==> config.mk <==
export PLATFORM = sky130hd
export DESIGN_NAME = clock_ratio_detector
export DESIGN_NICKNAME = d
export VERILOG_FILES = /design/src/rtl/clock_ratio_detector.sv
export SDC_FILE = /design/constraint.sdc
export NUM_CORES = 1
export LEC_CHECK = 0
export CORE_UTILIZATION = 52
export CTS_CLUSTER_DIAMETER = 200
export DETAILED_ROUTE_END_ITERATION = 10
export PLACE_DENSITY_LB_ADDON = 0.05
export SETUP_SLACK_MARGIN = 0.3
export SLEW_MARGIN = 40
export SYNTH_ARGS = -nofsm -noshare
export SYNTH_HDL_FRONTEND = slang
export SYNTH_SLANG_ARGS = --single-unit
export TNS_END_PERCENT = 5
==> constraint.sdc <==
create_clock -name reference_clk -period 2.09 [get_ports reference_clk]
set_input_delay 0.209 -clock reference_clk [delete_from_list [all_inputs] [get_ports reference_clk]]
set_output_delay 0.209 -clock reference_clk [all_outputs]
set_load 0.05 [all_outputs]
==> src/rtl/clock_ratio_detector.sv <==
// Measures the period and high/low phase lengths of a slow clock sampled on reference_clk,
// and reports duty balance, lock and stall status.
module clock_ratio_detector #(
    parameter int unsigned CNT_W       = 6,
    parameter int unsigned SYNC_STAGES = 2,
    parameter int unsigned LOCK_COUNT  = 3
) (
    input  logic             reference_clk,
    input  logic             reset,
    input  logic             measure_enable,
    input  logic             measured_clk,
    output logic [CNT_W-1:0] measured_ratio,
    output logic [CNT_W-1:0] high_cycles,
    output logic [CNT_W-1:0] low_cycles,
    output logic             ratio_valid,
    output logic             duty_ok,
    output logic             locked,
    output logic             stall
);

    localparam logic [CNT_W-1:0] CntMax     = {CNT_W{1'b1}};
    localparam logic [CNT_W-1:0] CntNearMax = CntMax - 1'b1;
    localparam logic [3:0]       LockTarget = 4'(LOCK_COUNT);

    typedef enum logic [2:0] {
        StIdle,
        StAcquire,
        StMeasure,
        StLocked,
        StStall
    } state_e;

    function automatic logic [CNT_W-1:0] sat_inc(input logic [CNT_W-1:0] v);
        return (v == CntMax) ? v : v + 1'b1;
    endfunction

    // Input synchronizer and edge detection
    logic s;
    logic s_prev_q;
    logic rise;

    if (SYNC_STAGES == 0) begin : g_no_sync
        assign s = measured_clk;
    end else begin : g_sync
        logic [SYNC_STAGES-1:0] sync_q;
        always_ff @(posedge reference_clk or negedge reset) begin
            if (!reset) begin
                sync_q <= '0;
            end else begin
                sync_q[0] <= measured_clk;
                for (int i = 1; i < int'(SYNC_STAGES); i++) begin
                    sync_q[i] <= sync_q[i-1];
                end
            end
        end
        assign s = sync_q[SYNC_STAGES-1];
    end

    always_ff @(posedge reference_clk or negedge reset) begin
        if (!reset) begin
            s_prev_q <= 1'b0;
        end else begin
            s_prev_q <= s;
        end
    end

    assign rise = s & ~s_prev_q;

    state_e           state_q, state_d;
    logic [CNT_W-1:0] period_cnt_q, period_cnt_d;
    logic [CNT_W-1:0] high_cnt_q, high_cnt_d;
    logic [CNT_W-1:0] low_cnt_q, low_cnt_d;
    logic [CNT_W-1:0] prev_period_q, prev_period_d;
    logic             have_prev_q, have_prev_d;
    logic [3:0]       match_cnt_q, match_cnt_d;
    logic [CNT_W-1:0] measured_ratio_q, measured_ratio_d;
    logic [CNT_W-1:0] high_q, high_d;
    logic [CNT_W-1:0] low_q, low_d;
    logic             ratio_valid_q, ratio_valid_d;
    logic             duty_ok_q, duty_ok_d;
    logic             locked_q, locked_d;
    logic             stall_q, stall_d;

    // Run length of identical periods; a differing period starts a new run of one.
    logic             period_match;
    logic [3:0]       match_next;
    logic [CNT_W-1:0] phase_diff;

    assign period_match = have_prev_q && (period_cnt_q == prev_period_q);
    assign match_next   = !period_match        ? 4'd1 :
                          (match_cnt_q == 4'hF) ? 4'hF : match_cnt_q + 4'd1;
    assign phase_diff   = (high_cnt_q >= low_cnt_q) ? high_cnt_q - low_cnt_q
                                                    : low_cnt_q - high_cnt_q;

    always_comb begin
        state_d          = state_q;
        period_cnt_d     = period_cnt_q;
        high_cnt_d       = high_cnt_q;
        low_cnt_d        = low_cnt_q;
        prev_period_d    = prev_period_q;
        have_prev_d      = have_prev_q;
        match_cnt_d      = match_cnt_q;
        measured_ratio_d = measured_ratio_q;
        high_d           = high_q;
        low_d            = low_q;
        ratio_valid_d    = 1'b0;
        duty_ok_d        = duty_ok_q;
        locked_d         = locked_q;
        stall_d          = stall_q;

        if (!measure_enable) begin
            state_d          = StIdle;
            period_cnt_d     = '0;
            high_cnt_d       = '0;
            low_cnt_d        = '0;
            prev_period_d    = '0;
            have_prev_d      = 1'b0;
            match_cnt_d      = '0;
            measured_ratio_d = '0;
            high_d           = '0;
            low_d            = '0;
            duty_ok_d        = 1'b0;
            locked_d         = 1'b0;
            stall_d          = 1'b0;
        end else begin
            unique case (state_q)
                StIdle: begin
                    state_d = StAcquire;
                end

                StAcquire, StStall: begin
                    if (rise) begin
                        // The rise cycle itself is the first high cycle of the period.
                        period_cnt_d = CNT_W'(1);
                        high_cnt_d   = CNT_W'(1);
                        low_cnt_d    = '0;
                        stall_d      = 1'b0;
                        state_d      = StMeasure;
                    end else if (state_q == StAcquire) begin
                        if (period_cnt_q >= CntNearMax) begin
                            period_cnt_d = CntMax;
                            stall_d      = 1'b1;
                            locked_d     = 1'b0;
                            state_d      = StStall;
                        end else begin
                            period_cnt_d = period_cnt_q + 1'b1;
                        end
                    end
                end

                StMeasure, StLocked: begin
                    if (rise) begin
                        measured_ratio_d = period_cnt_q;
                        high_d           = high_cnt_q;
                        low_d            = low_cnt_q;
                        ratio_valid_d    = 1'b1;
                        duty_ok_d        = (phase_diff <= CNT_W'(1));
                        prev_period_d    = period_cnt_q;
                        have_prev_d      = 1'b1;
                        match_cnt_d      = match_next;
                        locked_d         = (match_next >= LockTarget);
                        state_d          = (match_next >= LockTarget) ? StLocked : StMeasure;
                        period_cnt_d     = CNT_W'(1);
                        high_cnt_d       = CNT_W'(1);
                        low_cnt_d        = '0;
                    end else if (period_cnt_q >= CntNearMax) begin
                        // Next rise would give a period that cannot be represented.
                        period_cnt_d = CntMax;
                        stall_d      = 1'b1;
                        locked_d     = 1'b0;
                        have_prev_d  = 1'b0;
                        match_cnt_d  = '0;
                        state_d      = StStall;
                    end else begin
                        period_cnt_d = period_cnt_q + 1'b1;
                        if (s) begin
                            high_cnt_d = sat_inc(high_cnt_q);
                        end else begin
                            low_cnt_d = sat_inc(low_cnt_q);
                        end
                    end
                end

                default: begin
                    state_d = StIdle;
                end
            endcase
        end
    end

    always_ff @(posedge reference_clk or negedge reset) begin
        if (!reset) begin
            state_q          <= StIdle;
            period_cnt_q     <= '0;
            high_cnt_q       <= '0;
            low_cnt_q        <= '0;
            prev_period_q    <= '0;
            have_prev_q      <= 1'b0;
            match_cnt_q      <= '0;
            measured_ratio_q <= '0;
            high_q           <= '0;
            low_q            <= '0;
            ratio_valid_q    <= 1'b0;
            duty_ok_q        <= 1'b0;
            locked_q         <= 1'b0;
            stall_q          <= 1'b0;
        end else begin
            state_q          <= state_d;
            period_cnt_q     <= period_cnt_d;
            high_cnt_q       <= high_cnt_d;
            low_cnt_q        <= low_cnt_d;
            prev_period_q    <= prev_period_d;
            have_prev_q      <= have_prev_d;
            match_cnt_q      <= match_cnt_d;
            measured_ratio_q <= measured_ratio_d;
            high_q           <= high_d;
            low_q            <= low_d;
            ratio_valid_q    <= ratio_valid_d;
            duty_ok_q        <= duty_ok_d;
            locked_q         <= locked_d;
            stall_q          <= stall_d;
        end
    end

    assign measured_ratio = measured_ratio_q;
    assign high_cycles    = high_q;
    assign low_cycles     = low_q;
    assign ratio_valid    = ratio_valid_q;
    assign duty_ok        = duty_ok_q;
    assign locked         = locked_q;
    assign stall          = stall_q;

endmodule

== After elaboration in Yosys (flattened, before gate mapping) ==
Cells that the tools add are included.

* Memories: 0
* Bits in writable memories: 0
* Output and inout port bits: 22
* Bits in registers: 51
* Bits in read-only memories: 0
* Latch bits: 0
* Bits of input ports: 4
* Word-level logic and storage cells: 125

* Reductions and logical operators: 11
* Shifts and indexed selects: 0
* $add $sub $neg: 6
* Div/mod/pow operators: 0
* Equal/unequal tests: 22
* Multipliers: 0
* Multiplexer cells: 65
* Bitwise operators: 2
* Order comparisons: 4

{| class="wikitable"
|+ Operator list
! cell !! count
|-
| $mux 6 || 27
|-
| $pmux 6 s2 || 3
|-
| $mux 4 || 6
|-
| $ne 4x4->1 const B || 6
|-
| $mux 1 || 21
|-
| $add 6x1->6 const B || 3
|-
| $mux 3 || 5
|-
| $eq 6x6->1 const B || 2
|-
| $ne 3x3->1 const B || 4
|-
| $sub 6x6->6 || 2
|-
| $reduce_and 5->1 || 2
|-
| $pmux 3 s3 || 1
|-
| $eq 3x2->1 const B || 2
|-
| $eq 6x6->1 || 1
|-
| $ge 6x6->1 || 1
|-
| $ge 6x6->1 const B || 1
|-
| $le 6x1->1 const B || 1
|-
| $ne 3x1->1 const B || 2
|-
| $reduce_and 2->1 || 3
|-
| $reduce_and 3->1 || 2
|-
| $add 4x1->4 const B || 1
|-
| $eq 4x4->1 const B || 1
|-
| $ge 4x2->1 const B || 1
|-
| $ne 2x1->1 const B || 2
|-
| 8 further kinds || 10
|}

== Longest topological paths before layout ==
Gate-level depths: netlist (run 1).

* Depth in word-level cells: 8
* Gate-level depth with buffers: 10

== Worst setup path after synthesis (run 1) ==
No wires, ideal clock.

* Path kind: register to register
* Start: register high_cnt_q[0]
* End: register duty_ok_q, in the netlist duty_ok
* Buffers on the path: 0
* Arrival: 2.172 ns
* Cell stages (with the launch flop): 11
* Path slack: -0.186 ns
* Period minus slack after synthesis: 2.276 ns
* Data required time: 1.986 ns
* Setup time: 0.104 ns
* Cells stage by stage: dfrtp_1 inv_1 ha_1 inv_1 fa_1 a21oi_1 o21ai_0 nor3_1 a21oi_1 xor2_1 o41ai_2

* Longest elaborated chain between the ends: 6
* Elaborated cells on any way between the ends: 8

{| class="wikitable"
|+ RTL lines
! element !! RTL line !! RTL
|-
| from (decl) || 71 || <nowiki>logic [CNT_W-1:0] high_cnt_q, high_cnt_d;</nowiki>
|-
| from (signal assigned) || 210 || <nowiki>high_cnt_q <= high_cnt_d;</nowiki>
|-
| $sub 6x6->6 (tied with other cells) || 93 || <nowiki>: low_cnt_q - high_cnt_q;</nowiki>
|-
| $mux 6 * || 92 || <nowiki>assign phase_diff = (high_cnt_q >= low_cnt_q) ? high_cnt_q - low_cnt_q</nowiki>
|-
| $le 6x1->1 * || 157 || <nowiki>duty_ok_d = (phase_diff <= CNT_W'(1));</nowiki>
|-
| $mux 1 * || 152 || <nowiki>if (rise) begin</nowiki>
|-
| $mux 1 * || 126 || <nowiki>unique case (state_q)</nowiki>
|-
| $mux 1 * || 111 || <nowiki>if (!measure_enable) begin</nowiki>
|-
| to (signal assigned) || 219 || <nowiki>duty_ok_q <= duty_ok_d;</nowiki>
|-
| to (decl) || 80 || <nowiki>logic duty_ok_q, duty_ok_d;</nowiki>
|}

Mark *: on every way between the ends. The rest lies on a longest branch, timed or not. The select of a mux whose other input is x is not followed.
A chain may end at the register's enable or synchronous reset.

== Worst setup path after layout (run 1) ==
Ends and elaborated chain as after synthesis.

==> results.cfg, run 1 <==
[finish]
n_antenna_cell = 0
final_util_pct = 71.4
final_cell_area_mm2 = 0.00401
area.growth.synth_to_final_pct = 30.5
nets = 410
drive_gt1_share_pct = 29.3

[route]
wl_um = 7390
drt_first_pass_iters = 4
remaining_drc_errors = 0
drtIter0Drc = 88
vias = 2653
vias_per_cell = 5.75
wl_per_cell_um = 16.0
ant_nets = 0

[place]
gp_congestion = 0.873
hpwl_um = 5290
dp_slack_ns = -0.0405
port-buffer-count = 25
dpl_cell_area_mm2 = 0.00360

[timing]
rsz0062_at_grt = true
timing.final.crit_period_ns = 2.19
hold_viol = 0
setup_tns_ns = -0.100
tightest_slew_ns = 0.503
slew_viol_final = 0
slew_headroom_pct = 66.3
hold_slack_ns = 0.299
fmax_mhz = 457
period_share_pct = 105
setup_viol = 1
setup_slack_ns = -0.100
fin_skew_ns = 0.00426

[clocking]
cts_buffers = 5
cts_tree = built
insertion_delay_ns = 0.31
clk_path_buf_depth = 2
numClockSinks = 51
cts-root-buf = clkbuf_8
htree_levels = 2
cts.clk_slew.worst_paths_ns = 0.10

[die]
core-area_mm2 = 0.00561
die_w_um = 78.8
start_util_pct = 54.7
ios = 26
die_h_um = 78.8
dieArea_mm2 = 0.00621
fp-row-count = 27

[worst_setup_path]
r2r_end = duty_ok
ff2ff_path_depth = 9
endpoint = duty_ok
start_kind = register
startpoint = high_cnt_q[0]
r2r_start = high_cnt_q[0]
worstPathMaxFanout = 5
rrSetupSlack_ns = -0.10
cp_data_required_time_ns = 2.30
arrival_ns = 2.40
crit_type = reg -> reg
end_kind = register

[synth]
ys_ff_latch = 51
synth_flop_cell = dfrtp_1
synth_area_mm2 = 0.00307
synth_warnings = 0
synth_edf_count = 0
synth_cell_types = 57
synth_area_leaders = dfrtp_1, nand2_1, ha_1
syn_inst = 334
netlist_top_cells_count = nand2_1, dfrtp_1, a21oi_1
syn_nets = 356
seq_area_frac_synth_pct = 41.6
synth_top_area_share_pct = 41.6
synth.avg_cell_area_um2 = 9.19
synthArstFlopShare_pct = 100
yosys.cell_count.top_type = nand2_1
yosysTopAreaCell = dfrtp_1

[hold_path]
hold_class = in -> async

[grt]
grt_max_degree = 40
grt_antenna_before_repair = 0
overflow = 0
grt_first_pass_wirelength_um = 12200
grt_usage_pct = 25.1
first_global_vias = 2569

[run_status]
outcome = finished, violations left
violations = setup timing

[run]
cap_violations = 0

[power_and_ir_drop]
leakage_nw = 1.71
p_per_area_mw_per_mm2 = 529
ir_drop_uv = 271
-- where the power goes --
| part | switching [mW] | internal, mW | total (mW) |
|---|---|---|---|
| combinational | 0.187 | 0.151 | 0.338 |
| sequential | 0.0251 | 1.00 | 1.03 |
| clock | 0.360 | 0.395 | 0.755 |
| total | 0.572 | 1.55 | 2.12 |
-- registers in the layout (all words and copies together), names as in the netlist, 2 cells and up --
signal / flops
period_cnt_q: 6
low_cnt_q: 6
high_cycles: 6
match_cnt_q: 4
high_cnt_q: 6
low_cycles: 6
measured_ratio: 6
state_q: 3
g_sync.sync_q: 2
-- worst min-delay path by stage --
| stage | startpoint | endpoint | cells after the start |
|---|---|---|---|
| 3_5_place_dp | reset | have_prev_q | 1 |
| 5_1_grt | reset | have_prev_q | 2 |
| 6_report | reset | have_prev_q | 2 |
| 3_3_place_gp | reset | match_cnt_q[0] | 1 |
| 2_1_floorplan | reset | duty_ok | 0 |
| 4_1_cts | reset | have_prev_q | 2 |
-- cells in the final DEF, fill, tap and decap left out, types with 3 or more instances in the layout --
| master | count |
|---|---|
| clkbuf_8 | 6 |
| dfrtp_2 | 9 |
| xor2_1 | 8 |
| nor2_1 | 19 |
| nand2_2 | 3 |
| nor2_4 | 4 |
| ha_1 | 11 |
| and3_1 | 4 |
| inv_2 | 3 |
| o21ai_0 | 10 |
| xnor2_1 | 3 |
| nand2_1 | 53 |
| ha_2 | 3 |
| a21o_1 | 6 |
| xnor2_2 | 4 |
| o21a_1 | 4 |
| clkdlybuf4s50_1 | 24 |
| nand4_1 | 4 |
| a21oi_1 | 30 |
| a22o_1 | 5 |
| a31o_2 | 4 |
| inv_1 | 17 |
| dfrtp_1 | 42 |
| nand3_1 | 4 |
| buf_4 | 32 |
| a21oi_2 | 6 |
| nor3_1 | 3 |
| a31oi_4 | 3 |
-- cell type report --
cell class                      count  area [µm²]
Sequential cell                    51        1290
Clock inverter                      2        38.8
Multi-Input combinational cell    249        1890
Inverter                           20        75.1
Fill cell                         434        1600
Tap cell                           72        90.1
Clock buffer                        6        82.6
Timing Repair Buffer               61         538
-- through the flow --
stage	cells	power (mW)
floorplan	334	1.22
global placement	451	1.33
CTS	460	2.11
finish	461	2.12
global route	461	2.21
detailed placement	451	1.33
-- cell families after synthesis --
family | Yosys count | synth area share (%)
adders and majority gates | 18 | 7.83
DFF | 51 | 41.6
xor gates and xnor gates | 15 | 4.28
AOI/OAI and AO/OA | 98 | 22.9
and+or+nand+nor | 118 | 18.3
buffers and inverters | 34 | 5.06
-- critical path, stage by stage, from the launching register on --
cell	delay (ns)
dfrtp_1	0.41
inv_2	0.08
ha_4	0.12
inv_2	0.04
fa_2	0.38
a21oi_4	0.19
o221ai_4	0.16
o31ai_1	0.26
nand2_1	0.10
o41ai_2	0.36
-- routing by layer --
| layer | global-route usage, % | part of all wire (%) |
|---|---|---|
| met1 | 33.1 | 45 |
| met2 | 41.7 | 50 |
| met3 | 3.56 | 3.0 |
| met4 | 9.45 | 2.6 |
| met5 | 0 | 0 |
-- timing repair --
action,CTS,global route
setup endpoints to repair,19,24
endpoints found under the hold margin,12,0
buffers inserted,0,1
pin swaps,31,41
hold buffers,1,0
gates resized for setup,28,36
No activity file was read; power rests on OpenSTA's default activity.
==> run 2: changes to the inputs <==
==> constraint.sdc (replaced) <==
create_clock -name reference_clk -period 1.8 [get_ports reference_clk]
set_input_delay 0.18 -clock reference_clk [delete_from_list [all_inputs] [get_ports reference_clk]]
set_output_delay 0.18 -clock reference_clk [all_outputs]
set_load 0.05 [all_outputs]
==> run 2 against run 1 <==
The run still ends with setup timing left; utilization increased by 4.4 points; sequential cell count unchanged; maximum frequency decreased by 1.1%; critical path depth increased by 1; largest cell class unchanged.
==> results.cfg, run 2 (synthesis gave the netlist of run 1 again) <==
[finish]
nets = 449
layout_commonest_cell = buf_4
final_cell_mix = buf_4, nand2_1, dfrtp_1
final_util_pct = 75.9
area.growth.synth_to_final_pct = 38.6
fin_cells = 500
fillers = 406
n_antenna_cell = 0
multi_input_area_mm2 = 0.00180
regArea_mm2 = 0.00128
drive_gt1_share_pct = 31.3

[route]
vias_per_cell = 5.66
wl_per_cell_um = 16.8
wl_um = 8380
drtIter0Drc = 153
remaining_drc_errors = 0
drt_first_pass_iters = 4
ant_nets = 0
vias = 2831

[timing]
setup_slack_ns = -0.414
timing.final.crit_period_ns = 2.21
period_share_pct = 123
slew_viol_final = 0
hold_slack_ns = 0.294
hold_viol = 0
setup_tns_ns = -1.68
fmax_mhz = 452
setup_viol = 14
tightest_slew_ns = 0.518
fin_skew_ns = 0.00587
slew_headroom_pct = 65.4
rsz0062_at_grt = true

[worst_setup_path]
critical-path-top-delay-family = compound AO/OA/AOI/OAI gates
path_cells = inv_2, ha_1, inv_1, fa_2, a21oi_4, o21ai_2, nor3_2, a21oi_1, xor2_1, o41ai_2
cp_data_required_time_ns = 2.02
slowest_stage = dfrtp_1
critical_path_buf_inv_count = 2
end_kind = register
arrival_ns = 2.44
start_kind = register
crit_type = reg -> reg
worstPathMaxFanout = 3
cp_slowest_stage_delay_ns = 0.42

[power_and_ir_drop]
power_frac_comb_pct = 17.7
p_clk_share_pct = 34.1
total_power_mw = 2.47
ir_drop_uv = 546
p_int_mw = 1.79
leakage_nw = 2.31
power_frac_seq_pct = 48.2
p_per_area_mw_per_mm2 = 580
switching_power_uw = 681
switching_share_pct = 27.6

[run_status]
violations = setup timing
outcome = finished, violations left

[place]
hpwl_um = 5680
gp_congestion = 0.906
placed_cells = 486
port-buffer-count = 25

[die]
die_h_um = 78.8
fp-row-count = 27
dieArea_mm2 = 0.00621
ios = 26
start_util_pct = 54.7
core-area_mm2 = 0.00561
die_w_um = 78.8

[grt]
grt_usage_pct = 27.7
grt_max_degree = 34
first_global_vias = 2724
grt_antenna_before_repair = 0
overflow = 0
grt_first_pass_wirelength_um = 13200

[clocking]
htree_levels = 2
insertion_delay_ns = 0.31
cts.clk_slew.worst_paths_ns = 0.10
cts-root-buf = clkbuf_8
numClockSinks = 51
cts_tree = built
cts_buffers = 5
clk_path_buf_depth = 2

[hold_path]
hold_class = in -> reg

[run]
cap_violations = 0
==> run 2: cell types whose count changed in the layout (fill, tap and decap cells not counted), moves of 3 or more <==
cell and change:
ha_1 +3, clkdlybuf4s50_1 -22, buf_4 +37, nand2_1 +3, dfrtp_2 -6, dlymetal6s2s_1 +22
dfrtp_1 +6
==> run 2: per-layer routing <==
metal	GRT usage, %	part of all wire (%)	vias up
li1	-	-	1366
met5	0	0	-
met2	47.1	52	75
met3	3.45	3.3	14
met4	9.45	2.1	0
met1	36.5	43	1376
==> run 2: area by class of cell <==
class                      instances  share of cell area [%]
clock buffer                       5                    1.62
clock inverter                     3                    1.12
inverter                          20                    1.76
sequential                        51                    30.1
timing repair buffer             100                    21.1
tap                               72                    2.12
multi-input combinational        249                    42.2
==> run 2: power groups by stage <==
stage	Clock [mW]	Combinational, mW	Sequential [mW]
global route	0.892	0.474	1.19
floorplan	0	0.207	1.21
global placement	0	0.364	1.20
detailed placement	0	0.370	1.21
finish	0.842	0.436	1.19
CTS	0.856	0.396	1.18
==> run 2: through the flow <==
stage / setup WS (ns) / area, µm²
floorplan: -0.262 / 3080
global placement: -0.262 / 3870
detailed placement: -0.314 / 3870
CTS: -0.322 / 4060
global route: -0.576 / 4250
finish: -0.414 / 4250
==> run 2: path summary, 6_finish.rpt <==
| check | depth (start not counted) | start | to | slack (ns) |
|---|---|---|---|---|
| setup / recovery | 10 | high_cnt_q[0] | duty_ok | -0.41 |
| hold reg to reg | 0 | g_sync.sync_q[0] | g_sync.sync_q[1] | 0.39 |
| min in group asynchronous | 2 | reset | duty_ok | 0.35 |
| max in group asynchronous | 3 | reset | period_cnt_q[1] | 0.90 |
| hold / removal | 1 | measured_clk | g_sync.sync_q[0] | 0.29 |
| setup reg to reg | 10 | high_cnt_q[0] | duty_ok | -0.41 |
==> run 2: timing repair <==
item | 4_1_cts | 5_1_grt
setup buffers | 2 | 2
setup endpoints to repair | 55 | 69
cloned | 1 | 0
gates resized for setup | 11 | 55
pin swaps | 4 | 24
hold buffers | 1 | 0
hold endpoints to repair | 18 | 0
==> run 2: worst register-to-register path, cell delays in order, from the launching register on <==
cell     delay [ns]
dfrtp_1        0.42
inv_2          0.07
ha_1           0.13
inv_1          0.07
fa_2           0.38
a21oi_4        0.17
o21ai_2        0.11
nor3_2         0.21
a21oi_1        0.08
xor2_1         0.17
o41ai_2        0.32
==> run 3: changes to the inputs <==
--- a/config.mk
+++ b/config.mk
@@ -7,6 +7,7 @@
 export LEC_CHECK = 0
 export CORE_UTILIZATION = 52
 export CTS_CLUSTER_DIAMETER = 200
+export CTS_CLUSTER_SIZE = 16
 export DETAILED_ROUTE_END_ITERATION = 10
 export PLACE_DENSITY_LB_ADDON = 0.05
 export SETUP_SLACK_MARGIN = 0.3
==> results of run 3 <==
The final DEF is identical to that of run 2; final timing and power are the same.
